File: src/rtl/button_conditioner.sv
// rtl/button_conditioner.sv - synchronize, debounce and edge/auto-repeat detect raw button inputs
module button_conditioner #(
  parameter int NUM_BTN      = 8,
  parameter bit ACTIVE_LOW   = 1'b1,
  parameter int DEBOUNCE_CYC = 120000,
  parameter int REPEAT_DELAY = 3600000,
  parameter int REPEAT_RATE  = 1200000
) (
  input  logic               clk,
  input  logic               rst,
  input  logic [NUM_BTN-1:0] btn_raw,
  input  logic [NUM_BTN-1:0] repeat_en,
  output logic [NUM_BTN-1:0] btn_level,
  output logic [NUM_BTN-1:0] btn_press,
  output logic [NUM_BTN-1:0] btn_release,
  output logic [NUM_BTN-1:0] btn_repeat,
  output logic [NUM_BTN-1:0] btn_event
);

  localparam int DB_W  = $clog2(DEBOUNCE_CYC);
  localparam int DLY_W = $clog2(REPEAT_DELAY);
  localparam int RT_W  = $clog2(REPEAT_RATE);
  // One repeat counter serves both the initial delay and the repeat period.
  localparam int RP_W  = (DLY_W > RT_W) ? DLY_W : RT_W;

  localparam logic [DB_W-1:0] DB_MAX   = DB_W'(DEBOUNCE_CYC - 1);
  localparam logic [RP_W-1:0] DLY_MAX  = RP_W'(REPEAT_DELAY - 1);
  localparam logic [RP_W-1:0] RATE_MAX = RP_W'(REPEAT_RATE - 1);

  typedef enum logic [1:0] {IDLE, HOLD, REPEAT} state_t;

  logic [NUM_BTN-1:0] s1, s2, stable;
  logic [NUM_BTN-1:0] accept, rise, fall;
  logic [DB_W-1:0]    db_cnt [NUM_BTN];

  state_t             state_q [NUM_BTN];
  state_t             state_d [NUM_BTN];
  logic [RP_W-1:0]    rep_q   [NUM_BTN];
  logic [RP_W-1:0]    rep_d   [NUM_BTN];
  logic [NUM_BTN-1:0] press_d, release_d, repeat_d;

  // Two-flop synchronizer on polarity-normalized pins; reset value means "not pressed".
  always_ff @(posedge clk or negedge rst) begin
    if (!rst) begin
      s1 <= '0;
      s2 <= '0;
    end else begin
      s1 <= btn_raw ^ {NUM_BTN{ACTIVE_LOW}};
      s2 <= s1;
    end
  end

  // A new level is accepted on the cycle its persistence count completes.
  always_comb begin
    accept = '0;
    for (int i = 0; i < NUM_BTN; i++) begin
      accept[i] = (s2[i] != stable[i]) && (db_cnt[i] == DB_MAX);
    end
  end

  assign rise = accept & s2;
  assign fall = accept & ~s2;

  // Debounce counter: any return to the stable level restarts the count.
  always_ff @(posedge clk or negedge rst) begin
    if (!rst) begin
      stable <= '0;
      for (int i = 0; i < NUM_BTN; i++) begin
        db_cnt[i] <= '0;
      end
    end else begin
      for (int i = 0; i < NUM_BTN; i++) begin
        if (s2[i] == stable[i]) begin
          db_cnt[i] <= '0;
        end else if (db_cnt[i] == DB_MAX) begin
          stable[i] <= s2[i];
          db_cnt[i] <= '0;
        end else begin
          db_cnt[i] <= db_cnt[i] + DB_W'(1);
        end
      end
    end
  end

  // Per-button edge/auto-repeat FSM state register.
  always_ff @(posedge clk or negedge rst) begin
    if (!rst) begin
      for (int i = 0; i < NUM_BTN; i++) begin
        state_q[i] <= IDLE;
        rep_q[i]   <= '0;
      end
    end else begin
      for (int i = 0; i < NUM_BTN; i++) begin
        state_q[i] <= state_d[i];
        rep_q[i]   <= rep_d[i];
      end
    end
  end

  // Next-state and pulse decode; release outranks a coincident repeat.
  always_comb begin
    press_d   = '0;
    release_d = '0;
    repeat_d  = '0;
    for (int i = 0; i < NUM_BTN; i++) begin
      state_d[i] = state_q[i];
      rep_d[i]   = rep_q[i];
      if (fall[i]) begin
        release_d[i] = 1'b1;
        state_d[i]   = IDLE;
        rep_d[i]     = '0;
      end else begin
        case (state_q[i])
          IDLE: begin
            if (rise[i]) begin
              press_d[i] = 1'b1;
              state_d[i] = HOLD;
              rep_d[i]   = '0;
            end
          end
          HOLD: begin
            if (rep_q[i] == DLY_MAX) begin
              // Saturate here while repeat is disabled; fire as soon as it is enabled.
              if (repeat_en[i]) begin
                repeat_d[i] = 1'b1;
                state_d[i]  = REPEAT;
                rep_d[i]    = '0;
              end
            end else begin
              rep_d[i] = rep_q[i] + RP_W'(1);
            end
          end
          REPEAT: begin
            if (!repeat_en[i]) begin
              // Park in HOLD already saturated so re-enabling repeats immediately.
              state_d[i] = HOLD;
              rep_d[i]   = DLY_MAX;
            end else if (rep_q[i] == RATE_MAX) begin
              repeat_d[i] = 1'b1;
              rep_d[i]    = '0;
            end else begin
              rep_d[i] = rep_q[i] + RP_W'(1);
            end
          end
          default: begin
            state_d[i] = IDLE;
            rep_d[i]   = '0;
          end
        endcase
      end
    end
  end

  // Registered pulse outputs, aligned with the stable-level update.
  always_ff @(posedge clk or negedge rst) begin
    if (!rst) begin
      btn_press   <= '0;
      btn_release <= '0;
      btn_repeat  <= '0;
      btn_event   <= '0;
    end else begin
      btn_press   <= press_d;
      btn_release <= release_d;
      btn_repeat  <= repeat_d;
      btn_event   <= press_d | repeat_d;
    end
  end

  assign btn_level = stable;

endmodule

File: config.mk
export PLATFORM = sky130hd
export DESIGN_NAME = button_conditioner
export DESIGN_NICKNAME = d
export VERILOG_FILES = /design/src/rtl/button_conditioner.sv
export SDC_FILE = /design/constraint.sdc
export NUM_CORES = 1
export LEC_CHECK = 0
export BUFFER_PORTS_ARGS = -buffer_cell sky130_fd_sc_hd__buf_2
export CELL_PAD_IN_SITES_DETAIL_PLACEMENT = 0
export CELL_PAD_IN_SITES_GLOBAL_PLACEMENT = 1
export CORE_ASPECT_RATIO = 2
export CORE_MARGIN = 3
export CORE_UTILIZATION = 35
export DETAILED_ROUTE_END_ITERATION = 16
export GPL_ROUTABILITY_DRIVEN = 0
export GPL_TIMING_DRIVEN = 0
export PLACE_DENSITY = 0.71
export SYNTH_ARGS = -nofsm -noshare
export SYNTH_HDL_FRONTEND = slang
export SYNTH_SLANG_ARGS = --single-unit
File: constraint.sdc
create_clock -name clk -period 4.6 [get_ports clk]
set_clock_uncertainty 0.05 [all_clocks]
set_input_delay 0.92 -clock clk [delete_from_list [all_inputs] [get_ports clk]]
set_output_delay 0.92 -clock clk [all_outputs]
set_load 0.05 [all_outputs]
==> results of run 1 <==
==> through the flow <==
stage / cell area [µm²] / power (mW) / hold slack (ns) / setup slack (ns)
6_report: 24250 / 8.473 / 0.2984 / 1.092
5_1_grt: 24250 / 8.893 / 0.3109 / 0.7538
4_1_cts: 24250 / 8.626 / 0.3009 / 1.134
3_5_place_dp: 22780 / 4.896 / 0.2871 / 1.149
3_3_place_gp: 22690 / 4.860 / 0.2850 / -5.500
2_1_floorplan: 21440 / 4.456 / 0.2812 / 1.797
==> cell usage after synthesis (15+ instances only) <==
cell,count,area share [%]
a211oi_1,26,0.91
a21o_1,26,0.91
a21oi_1,71,1.7
a22o_1,35,1.4
a31o_2,25,1.0
a31oi_1,38,1.1
and2_1,36,1.1
and3_1,86,2.5
and4_1,24,0.98
clkbuf_1,74,1.3
dfrtp_1,384,45
ha_1,48,2.8
inv_1,107,1.9
mux2i_1,15,0.70
nand2_1,206,3.6
nand2b_1,27,0.79
nand3_1,155,3.6
nand4_1,75,2.2
nor2_1,233,4.1
nor2b_1,22,0.64
nor3_1,46,1.1
nor4_1,21,0.61
o211ai_1,15,0.53
o21a_1,16,0.56
o21ai_0,87,2.0
o22ai_1,39,1.1
o31ai_1,31,1.1
or2_2,22,0.64
or3_1,23,0.67
xnor2_1,49,2.0
xor2_1,73,3.0
==> layer usage <==
layer  track usage [%]  vias up  part of all wire (%)
li1                  -     8806                     -
met1             17.69     9117                    36
met2             35.02      394                    56
met3             2.084      164                   3.2
met4             8.601        0                   4.8
met5                 0        -                     0
==> final cells by class <==
class	instances	area, µm²	share of cell area (%)
Multi-Input combinational cell	1768	11090	45.72
Sequential cell	384	9609	39.62
Clock buffer	57	1229	5.067
Tap cell	774	968.4	3.993
Inverter	107	401.6	1.656
Timing Repair Buffer	59	372.9	1.538
Buffer	85	340.3	1.403
Clock inverter	20	242.7	1.001
==> critical path: cells and delay by family (launching register included) <==
family          cells  cell delay (ns)
compound gates      2             0.79
fa+ha+maj           1             0.19
buf+inv             2             0.48
flops               1             0.42
simple gates        4             1.47
==> state kept, by name, indices dropped and copies added (netlist names) <==
| register | count |
|---|---|
| btn_event | 8 |
| btn_level | 8 |
| btn_press | 8 |
| btn_release | 8 |
| btn_repeat | 8 |
| db_cnt | 136 |
| rep_q | 176 |
| s1 | 8 |
| s2 | 8 |
| state_q | 16 |
==> how the worst max path moves through the flow <==
stage,start,to,cells after the start
floorplan,db_cnt[125]$_DFF_PN0_,rep_q[174]$_DFFE_PN0P_,7
finish,rep_q[44]$_DFFE_PN0P_,rep_q[61]$_DFFE_PN0P_,9
CTS,rep_q[0]$_DFFE_PN0P_,rep_q[15]$_DFFE_PN0P_,9
global placement,rst,btn_release[0]$_DFF_PN0_,1
global route,rep_q[0]$_DFFE_PN0P_,rep_q[4]$_DFFE_PN0P_,9
detailed placement,rep_q[44]$_DFFE_PN0P_,rep_q[55]$_DFFE_PN0P_,9
==> logic make-up (layout without fill, tap and decap cells) <==
logic type	after synthesis	after routing	share of synthesized area, %
AO/OA/AOI/OAI	531	531	17.51
XOR/XNOR	122	122	4.984
adder cells (fa/ha/maj)	48	48	2.801
buffers and inverters	192	328	3.461
flip-flops	384	384	44.82
multiplexers	22	22	1.068
AND/OR/NAND/NOR	1045	1045	25.35
==> power by group through the flow <==
| stage | registers, mW | logic [mW] | clock network [mW] |
|---|---|---|---|
| floorplan | 3.67 | 0.785 | 0 |
| global placement | 3.71 | 1.15 | 0 |
| detailed placement | 3.72 | 1.18 | 0 |
| CTS | 3.65 | 1.18 | 3.79 |
| global route | 3.68 | 1.32 | 3.90 |
| finish | 3.66 | 1.18 | 3.64 |
==> results.md, run 1 <==
- Status: finished clean
- RR Endpoint: rep_q[61]$_DFFE_PN0P_
- Starting DRT DRC Count: 843
- Fraction of layout cells with a size suffix above 1: 8.669%
- Chip Height: 356.0 µm
- VDD IR max: 0.0002614 V
- FMAX: 0.2851 GHz
- Pwr Density: 349.4 nW/µm²
- Max Fanout on Critical Path: 10
- Unrepaired setup endpoints after global routing: no
- Post-synth EDFFs: 0
- Clk pwr share: a little over two fifths
- DR vias: 18480
- Initial antenna violation count: 0
- Commonest cells after routing, fill and taps aside: dfrtp_1 (384), nor2_1 (233), nand2_1 (206), nand3_1 (155), inv_1 (107)
- Clock sinks: between 300 and 400
- Skew-Pair Late Insertion Delay: 0.55 ns
- Final Util: between 40% and 50%
- RR Startpoint: rep_q[44]$_DFFE_PN0P_
- Reg power frac: 43.2%
- Number of global-route vias before repair: 19340
- Final setup violation count: 0
- Final slew viol count: 0
- # DRC: 0
- Hold EP: s2[6]$_DFF_PN0_
- Slowest Stage Delay on Critical Path: 0.77 ns
- Drt via density: roughly 5.7
- LEAKAGE: 10.47 nW
- R2R depth: 9
- CTS clk-pin slew, worst paths: around 0.060 ns
- Post-synthesis sequential area ratio: 44.82%
- CTS Buffer Depth: 3
- Worst R2R Setup Slack: 1.09 ns
- # port buffers: 56
- Post-CTS Setup Inserts: 0
- Drt first pass iters: 5
- Relative slew slack: 14.19%
- Most common cell after layout, fill and taps aside: dfrtp_1
- GRT Util Overall: 17.58%
- Cell breakdown of the critical path: ha_1 > nand3_1 > nor4_1 > nand3_1 > a221o_1 > and2_1 > clkbuf_1 > clkbuf_1 > a22o_1
- GRT Residual Overflow: 0
- Row cnt: approximately 130
- Placed cell count: 3177
- Die extent in x: 181 µm
- Worst Path Arrival: 3.90 ns
- Crit start category: flop
- Min-delay worst type: reg -> reg
- P_int: 6.035 mW
- Sw frac: between 20% and 30%
- Yosys Warn Count: 0
- Hold Crit Depth: 0
- Ys async rst share: 100.0%
- HPWL after detailed placement: between 40000 and 50000 µm
- Slowest cell on the critical path: nor4_1
- Min Tclk post-route: around 3.5 ns
- N_diodes: 0
- Core area: 60220 µm²
- NumNets Final: 2513
- Crit path capture type: flop
- Kind of critical path: reg -> reg
- First-pass GRT wire length: 95790 µm
- Wire per inst: 17.71 µm
- Routed WL: 57630 µm
- Fin crit share: 76.26%
- Die area: 64440 µm²
- CTS tree: done
- Hold_buf cts: 0
- Hold_sp: s1[6]$_DFF_PN0_
- Cell variety after synth: 76
- Area delta synth->final: 13.12%
- Initial Util: 35.60%
- Post-cts resize count: 0
- TNS Setup: 0 ns
- Boundary Pins: 58
- Syn_nets: between 2000 and 2500
- Mapped cell area: between 20000 and 25000 µm²
- Num CTS Buffers: 42
- Non-filler instance count after layout: 3254
- Comb pwr share: 13.9%
- Syn_area_per_cell: 9.146 µm²
- MaxCap Viol Count: 0
- Hold Vio Cnt, Final: 0
- Slew @ Worst Pin: 1.277 ns
- Synth Instances: 2344
- Number of routed nets with antenna violations: 0
- Ys flop type: dfrtp_1
- CTS root buf: clkbuf_16
- Yosys reg bits: 384
- # H-tree levels: 2
- Switching pwr: 2.438 mW
- WP data required: 4.99 ns
- Fill cell count: ~6000
- Largest net degree at the start of global routing: 117
No activity file was read; power rests on OpenSTA's default activity.
==> inputs of run 2 (changes only) <==
--- a/config.mk
+++ b/config.mk
@@ -14,7 +14,7 @@
 export DETAILED_ROUTE_END_ITERATION = 16
 export GPL_ROUTABILITY_DRIVEN = 0
 export GPL_TIMING_DRIVEN = 0
-export PLACE_DENSITY = 0.71
+export PLACE_DENSITY = 0.74
 export SYNTH_ARGS = -nofsm -noshare
 export SYNTH_HDL_FRONTEND = slang
 export SYNTH_SLANG_ARGS = --single-unit
==> constraint.sdc (replaced) <==
create_clock -name clk -period 3.1 [get_ports clk]
set_clock_uncertainty 0.05 [all_clocks]
set_input_delay 0.62 -clock clk [delete_from_list [all_inputs] [get_ports clk]]
set_output_delay 0.62 -clock clk [all_outputs]
set_load 0.05 [all_outputs]
==> run 2 against run 1 <==
Against the previous run: clock power up 46%; non-clock buffer count did not move; power grew 48%; clock-buffer cell count rose by 2; critical path depth is 2 lower; global-route usage down 0.12 points; final area rose by 0.91%; sequential power rose by 48%; largest power group unchanged.
==> results.md, run 2 (synthesis gave the netlist of run 1 again) <==
- Min Tclk post-route: 2.990 ns
- Critical path buffers and inverters: 1
- MaxCap Viol Count: 0
- Routed WL: approximately 57000 µm
- Largest net degree at the start of global routing: 118
- Chip Height: around 360 µm
- Starting DRT DRC Count: between 1000 and 1500
- Drt first pass iters: 5
- Min-delay worst type: in -> reg
- Final setup violation count: 0
- Drt via density: 5.646
- Hold Crit Depth: 2
- Final Power: 12.53 mW
- # H-tree levels: 2
- CTS clk-pin slew, worst paths: about 0.070 ns
- Most common cell after layout, fill and taps aside: dfrtp_1
- RR Startpoint: db_cnt[125]$_DFF_PN0_
- VDD IR max: ~0.00046 V
- CTS root buf: clkbuf_16
- Die extent in x: 181 µm
- Fill cell count: 5916
- LEAKAGE: 10.58 nW
- NumNets Final: 2511
- Crit start category: flop
- Final Util: between 40% and 50%
- # port buffers: 56
- CTS Buffer Depth: 3
- RR Endpoint: rep_q[172]$_DFFE_PN0P_
- N_diodes: 0
- Unrepaired setup endpoints after global routing: yes
- Max reg flops: 176
- Hold Slack: between 0.1 and 0.15 ns
- Slew @ Worst Pin: 1.290 ns
- FMAX: 0.3344 GHz
- Core area: 60220 µm²
- Initial antenna violation count: 0
- Hold Vio Cnt, Final: 0
- Fraction of layout cells with a size suffix above 1: 10.22%
- Cell breakdown of the critical path: or4b_1 > or4_4 > o31a_1 > or3_1 > buf_6 > o31ai_1 > a22o_1
- Commonest cells after routing, fill and taps aside: dfrtp_1 (383), nor2_1 (233), nand2_1 (206), nand3_1 (154), inv_1 (107)
- Area delta synth->final: 14.15%
- R2R depth: 7
- Placed inst area: about 23000 µm²
- Relative slew slack: between 10% and 20%
- Hold_sp: btn_raw[7]
- CTS tree: done
- Hold EP: s1[7]$_DFF_PN0_
- Slowest Stage Delay on Critical Path: 0.56 ns
- WP data required: 3.55 ns
- Die area: about 64000 µm²
- # DRC: 0
- Top Registers: rep_q (176), db_cnt (136), state_q (16)
- DR vias: 18350
- Row cnt: 127
- Pwr Density: 512.0 nW/µm²
- Fin crit share: 96.45%
- First-pass GRT wire length: 94950 µm
- Number of routed nets with antenna violations: 0
- GRT Residual Overflow: 0
- Final slew viol count: 0
- Status: finished clean
- Kind of critical path: reg -> reg
- Clock sinks: 384
- Worst R2R Setup Slack: between 0.1 and 0.15 ns
- Slowest cell on the critical path: or4_4
- Boundary Pins: 58
- Initial Util: 35.60%
- GRT Util Overall: 17.45%
- Max Fanout on Critical Path: 9
- Crit path capture type: flop
- Largest reg by FF count: rep_q
- Worst Path Arrival: 3.44 ns
- Skew-Pair Late Insertion Delay: 0.57 ns
- Wire per inst: 17.65 µm
- Post-route cell area: 24470 µm²
- HPWL after detailed placement: 41530 µm
- Delay-heaviest family, CP: simple AND/OR/NAND/NOR gates
- Num CTS Buffers: 40
- Number of global-route vias before repair: 19080
## run 2: cell types whose count changed in the layout (fill, tap and decap cells not counted), moves of 4 or more
cell	previous run	this run
nor3_1	46	42
nor4_4	0	5
clkbuf_2	0	9
o31ai_1	31	26
nor4_1	21	13
buf_4	1	5
clkbuf_1	78	64
## run 2: worst max-delay path by stage
stage / start / to / slack (ns) / cells past startpoint
2_1_floorplan: db_cnt[125]$_DFF_PN0_ / rep_q[174]$_DFFE_PN0P_ / 0.30 / 7
3_3_place_gp: rst / db_cnt[101]$_DFF_PN0_ / -6.69 / 1
3_5_place_dp: rep_q[0]$_DFFE_PN0P_ / rep_q[12]$_DFFE_PN0P_ / -0.38 / 9
4_1_cts: rep_q[82]$_DFFE_PN0P_ / rep_q[87]$_DFFE_PN0P_ / 0.03 / 8
5_1_grt: db_cnt[51]$_DFF_PN0_ / rep_q[82]$_DFFE_PN0P_ / -0.008 / 7
6_report: db_cnt[125]$_DFF_PN0_ / rep_q[172]$_DFFE_PN0P_ / 0.11 / 7
## run 2: power breakdown
| group | internal (mW) | switching (mW) | leakage (nW) |
|---|---|---|---|
| registers | 5.20 | 0.226 | 5.04 |
| logic | 0.594 | 1.20 | 4.83 |
| clock network | 3.18 | 2.14 | 0.711 |
## run 2: cell type report
class                      instances  area (µm²)  area share (%)
buffer                            81       342.8           1.401
clock buffer                      59        1235           5.046
clock inverter                    13       203.9          0.8334
inverter                         107       401.6           1.641
multi-input combinational       1768       11300           46.19
sequential                       384        9610           39.27
tap                              774       968.4           3.957
timing repair buffer              63       405.4           1.657
## run 2: stage by stage
| stage | setup slack [ns] | TNS, ns | instances |
|---|---|---|---|
| 2_1_floorplan | 0.2974 | 0 | 2344 |
| 3_3_place_gp | -6.688 | -2547.12 | 3174 |
| 3_5_place_dp | -0.3794 | -22.16 | 3177 |
| 4_1_cts | 0.02601 | 0 | 3249 |
| 5_1_grt | -0.007979 | -0.007979 | 3249 |
| 6_report | 0.1100 | 0 | 3249 |
## run 2: per-layer routing
layer  vias to the layer above  global-route usage [%]  wire, µm
met5                         -                       0         0
met4                         0                   8.815      2755
li1                       8779                       -         -
met2                       371                   35.06     32270
met3                       167                   1.992      1587
met1                      9028                   17.26     20750
## run 2: repair_timing
item	4_1_cts	5_1_grt
setup endpoints to repair	146	135
setup buffers	0	3
resized for setup	28	33
pin swaps	0	2
hold endpoints to repair	11	0
hold buffers	1	0
==> inputs of run 3 (changes only) <==
--- a/config.mk
+++ b/config.mk
@@ -5,6 +5,7 @@
 export SDC_FILE = /design/constraint.sdc
 export NUM_CORES = 1
 export LEC_CHECK = 0
+export ABC_AREA = 1
 export BUFFER_PORTS_ARGS = -buffer_cell sky130_fd_sc_hd__buf_2
 export CELL_PAD_IN_SITES_DETAIL_PLACEMENT = 0
 export CELL_PAD_IN_SITES_GLOBAL_PLACEMENT = 1
@@ -14,7 +15,7 @@
 export DETAILED_ROUTE_END_ITERATION = 16
 export GPL_ROUTABILITY_DRIVEN = 0
 export GPL_TIMING_DRIVEN = 0
-export PLACE_DENSITY = 0.74
+export PLACE_DENSITY = 0.77
 export SYNTH_ARGS = -nofsm -noshare
 export SYNTH_HDL_FRONTEND = slang
 export SYNTH_SLANG_ARGS = --single-unit
==> run 3 against run 2 <==
Against the previous run: critical path depth rose by 5; clock power increased by 6.2%; largest power group is now the clock network; critical path type unchanged; hold slack got worse by 0.014 ns; register-to-register slack better by 0.59 ns; global-route usage increased by 1.1 points; setup slack gained 0.59 ns.
==> results.md, run 3 <==
- Crit path capture type: flop
- Min-delay worst type: in -> reg
- Initial Util: between 30% and 40%
- Boundary Pins: 58
- GRT Util Overall: 18.60%
- Yosys Warn Count: 0
- Non-filler instance count after layout: 4549
- VDD IR max: 0.0004985 V
- Row cnt: ~140
- Chip Height: around 380 µm
- Syn_nets: around 3600
- Ys async rst share: 100.0%
- Mapped cell area: about 24000 µm²
- Commonest cells after routing, fill and taps aside: nand2_1 (1068), nor2_1 (496), inv_1 (447), dfrtp_1 (384), nand3_1 (300)
- Num CTS Buffers: 41
- R2R depth: 12
- Starting DRT DRC Count: 1120
- CTS tree: done
- # H-tree levels: 2
- RR Startpoint: rep_q[88]$_DFFE_PN0P_
- Crit start category: flop
- RR Endpoint: rep_q[109]$_DFFE_PN0P_
- Worst R2R Setup Slack: roughly 0.7 ns
- CTS root buf: clkbuf_16
- Max reg flops: 176
- First-pass GRT wire length: 110600 µm
- Drt first pass iters: 7
- Ys flop type: dfrtp_1
- Largest net degree at the start of global routing: 96
- Number of global-route vias before repair: 22700
- Hold Vio Cnt, Final: 0
- MaxCap Viol Count: 0
- Pwr Density: 403.4 nW/µm²
- Hold Slack: 0.1236 ns
- Skew-Pair Late Insertion Delay: 0.58 ns
- Most common cell after layout, fill and taps aside: nand2_1
- Final slew viol count: 0
- NumNets Final: around 3700
- Post-synth EDFFs: 0
- Routed WL: 66550 µm
- Placed cell count: roughly 4500
- Post-route cell area: 27240 µm²
- Syn_area_per_cell: between 6 and 7 µm²
- Fraction of layout cells with a size suffix above 1: 7.215%
- Top post-synthesis cells by area: dfrtp_1 (40%), nand2_1 (17%), nor2_1 (7.7%)
- Worst Path Arrival: 2.83 ns
- CTS Buffer Depth: 3
- N_diodes: 0
- Cell variety after synth: 45
- Fin crit share: 77.45%
- Final Util: between 40% and 50%
- GRT Residual Overflow: 0
- Number of routed nets with antenna violations: 0
- Relative slew slack: 35.52%
- Largest reg by FF count: rep_q
- LEAKAGE: roughly 13 nW
- Post-synthesis sequential area ratio: 39.71%
- DR vias: approximately 22000
- Kind of critical path: reg -> reg
- HPWL after detailed placement: 50750 µm
- Slew @ Worst Pin: about 0.96 ns
- Post-synth top area share: 39.71%
- Wire per inst: 14.63 µm
- Cell taking the most area after synthesis: dfrtp_1
- End point of the critical path: rep_q[109]$_DFFE_PN0P_
- Max Fanout on Critical Path: 6
- Beginning of the critical path: rep_q[88]$_DFFE_PN0P_
- Clock sinks: 384
- Final setup violation count: 0
- WP data required: 3.53 ns
- Synth Instances: 3525
- CTS clk-pin slew, worst paths: 0.07 ns
- Placed inst area: 25710 µm²
- Initial antenna violation count: 0
- Die area: around 73000 µm²
- FMAX: 0.4165 GHz
- Min Tclk post-route: ~2.4 ns
- Drt via density: 4.900
- # DRC: 0
- Area delta synth->final: 12.57%
- Most common cell in the synthesized netlist: nand2_1
- Post-CTS Setup Inserts: 0
- Die extent in x: 191.9 µm
- Core area: 68070 µm²
- Status: finished clean
- Top Registers: rep_q (176), db_cnt (136), state_q (16)
- Post-synth top cells: nand2_1 (1068), nor2_1 (496), inv_1 (447)
- Yosys reg bits: 384
- # port buffers: 56
- Unrepaired setup endpoints after global routing: no
[run 3: kinds of logic (layout without fill, tap and decap cells)]
| family | count (synthesis) | in the layout | synth area share (%) |
|---|---|---|---|
| AND/OR/NAND/NOR | 2112 | 2112 | 37.16 |
| buffers and inverters | 506 | 640 | 8.351 |
| flip-flops | 384 | 384 | 39.71 |
| AO/OA/AOI/OAI | 369 | 369 | 8.455 |
| XOR/XNOR | 106 | 106 | 3.837 |
| adder cells (fa/ha/maj) | 48 | 48 | 2.482 |
[run 3: repair_timing]
action	CTS	global route
hold buffers	1	0
resized for setup	0	0
endpoints found under the hold margin	34	0
[run 3: metal layers]
| metal | GRT usage (%) | wire length [µm] | up-vias |
|---|---|---|---|
| li1 | - | - | 11420 |
| met1 | 18.27 | 24200 | 10370 |
| met2 | 37.72 | 37690 | 332 |
| met3 | 2.312 | 1753 | 168 |
| met4 | 8.025 | 2911 | 0 |
| met5 | 0 | 0 | - |
[run 3: how the worst min path moves through the flow]
stage | to | cells after the start | startpoint | slack (ns)
after detailed placement | s2[1]$_DFF_PN0_ | 0 | s1[1]$_DFF_PN0_ | 0.29
after CTS | s1[4]$_DFF_PN0_ | 2 | btn_raw[4] | 0.07
after global routing | s1[7]$_DFF_PN0_ | 2 | btn_raw[7] | 0.09
final | s1[0]$_DFF_PN0_ | 2 | btn_raw[0] | 0.12
after floorplan | btn_event[0]$_DFF_PN0_ | 0 | rst | 0.27
after global placement | s2[4]$_DFF_PN0_ | 0 | s1[4]$_DFF_PN0_ | 0.28
[run 3: worst max-delay path, cell delays in order (launching register included)]
cell,delay (ns)
dfrtp_1,0.40
ha_1,0.21
nand2_2,0.08
nor2_2,0.26
inv_2,0.07
nor2_2,0.21
nand3_1,0.21
nand2_1,0.16
nand3_1,0.32
nand2_1,0.15
nand2_1,0.06
nand2_1,0.06
nand2_1,0.05
[run 3: per-stage QoR]
step	total power [mW]	setup slack, ns	setup TNS, ns
after floorplan	5.260	1.163	0
after global placement	5.423	-7.086	-2681.26
after detailed placement	5.443	0.7159	0
after CTS	11.25	0.6847	0
after global routing	11.44	0.4621	0
final	10.99	0.6990	0
[run 3: power by group]
part,switching (mW),leakage (nW),internal (mW)
Clock,2.20,0.750,3.45
Sequential,0.0231,5.29,5.05
Combinational,0.200,6.93,0.0667
Total,2.43,13.0,8.56
[run 3: cell type report]
class                           count  area [µm²]
Sequential cell                   384        9609
Clock buffer                       55        1191
Fill cell                        7302       40830
Buffer                             53       320.3
Multi-Input combinational cell   2635       12570
Clock inverter                     18       326.6
Tap cell                          890        1114
Inverter                          453        1700
Timing Repair Buffer               61       410.4
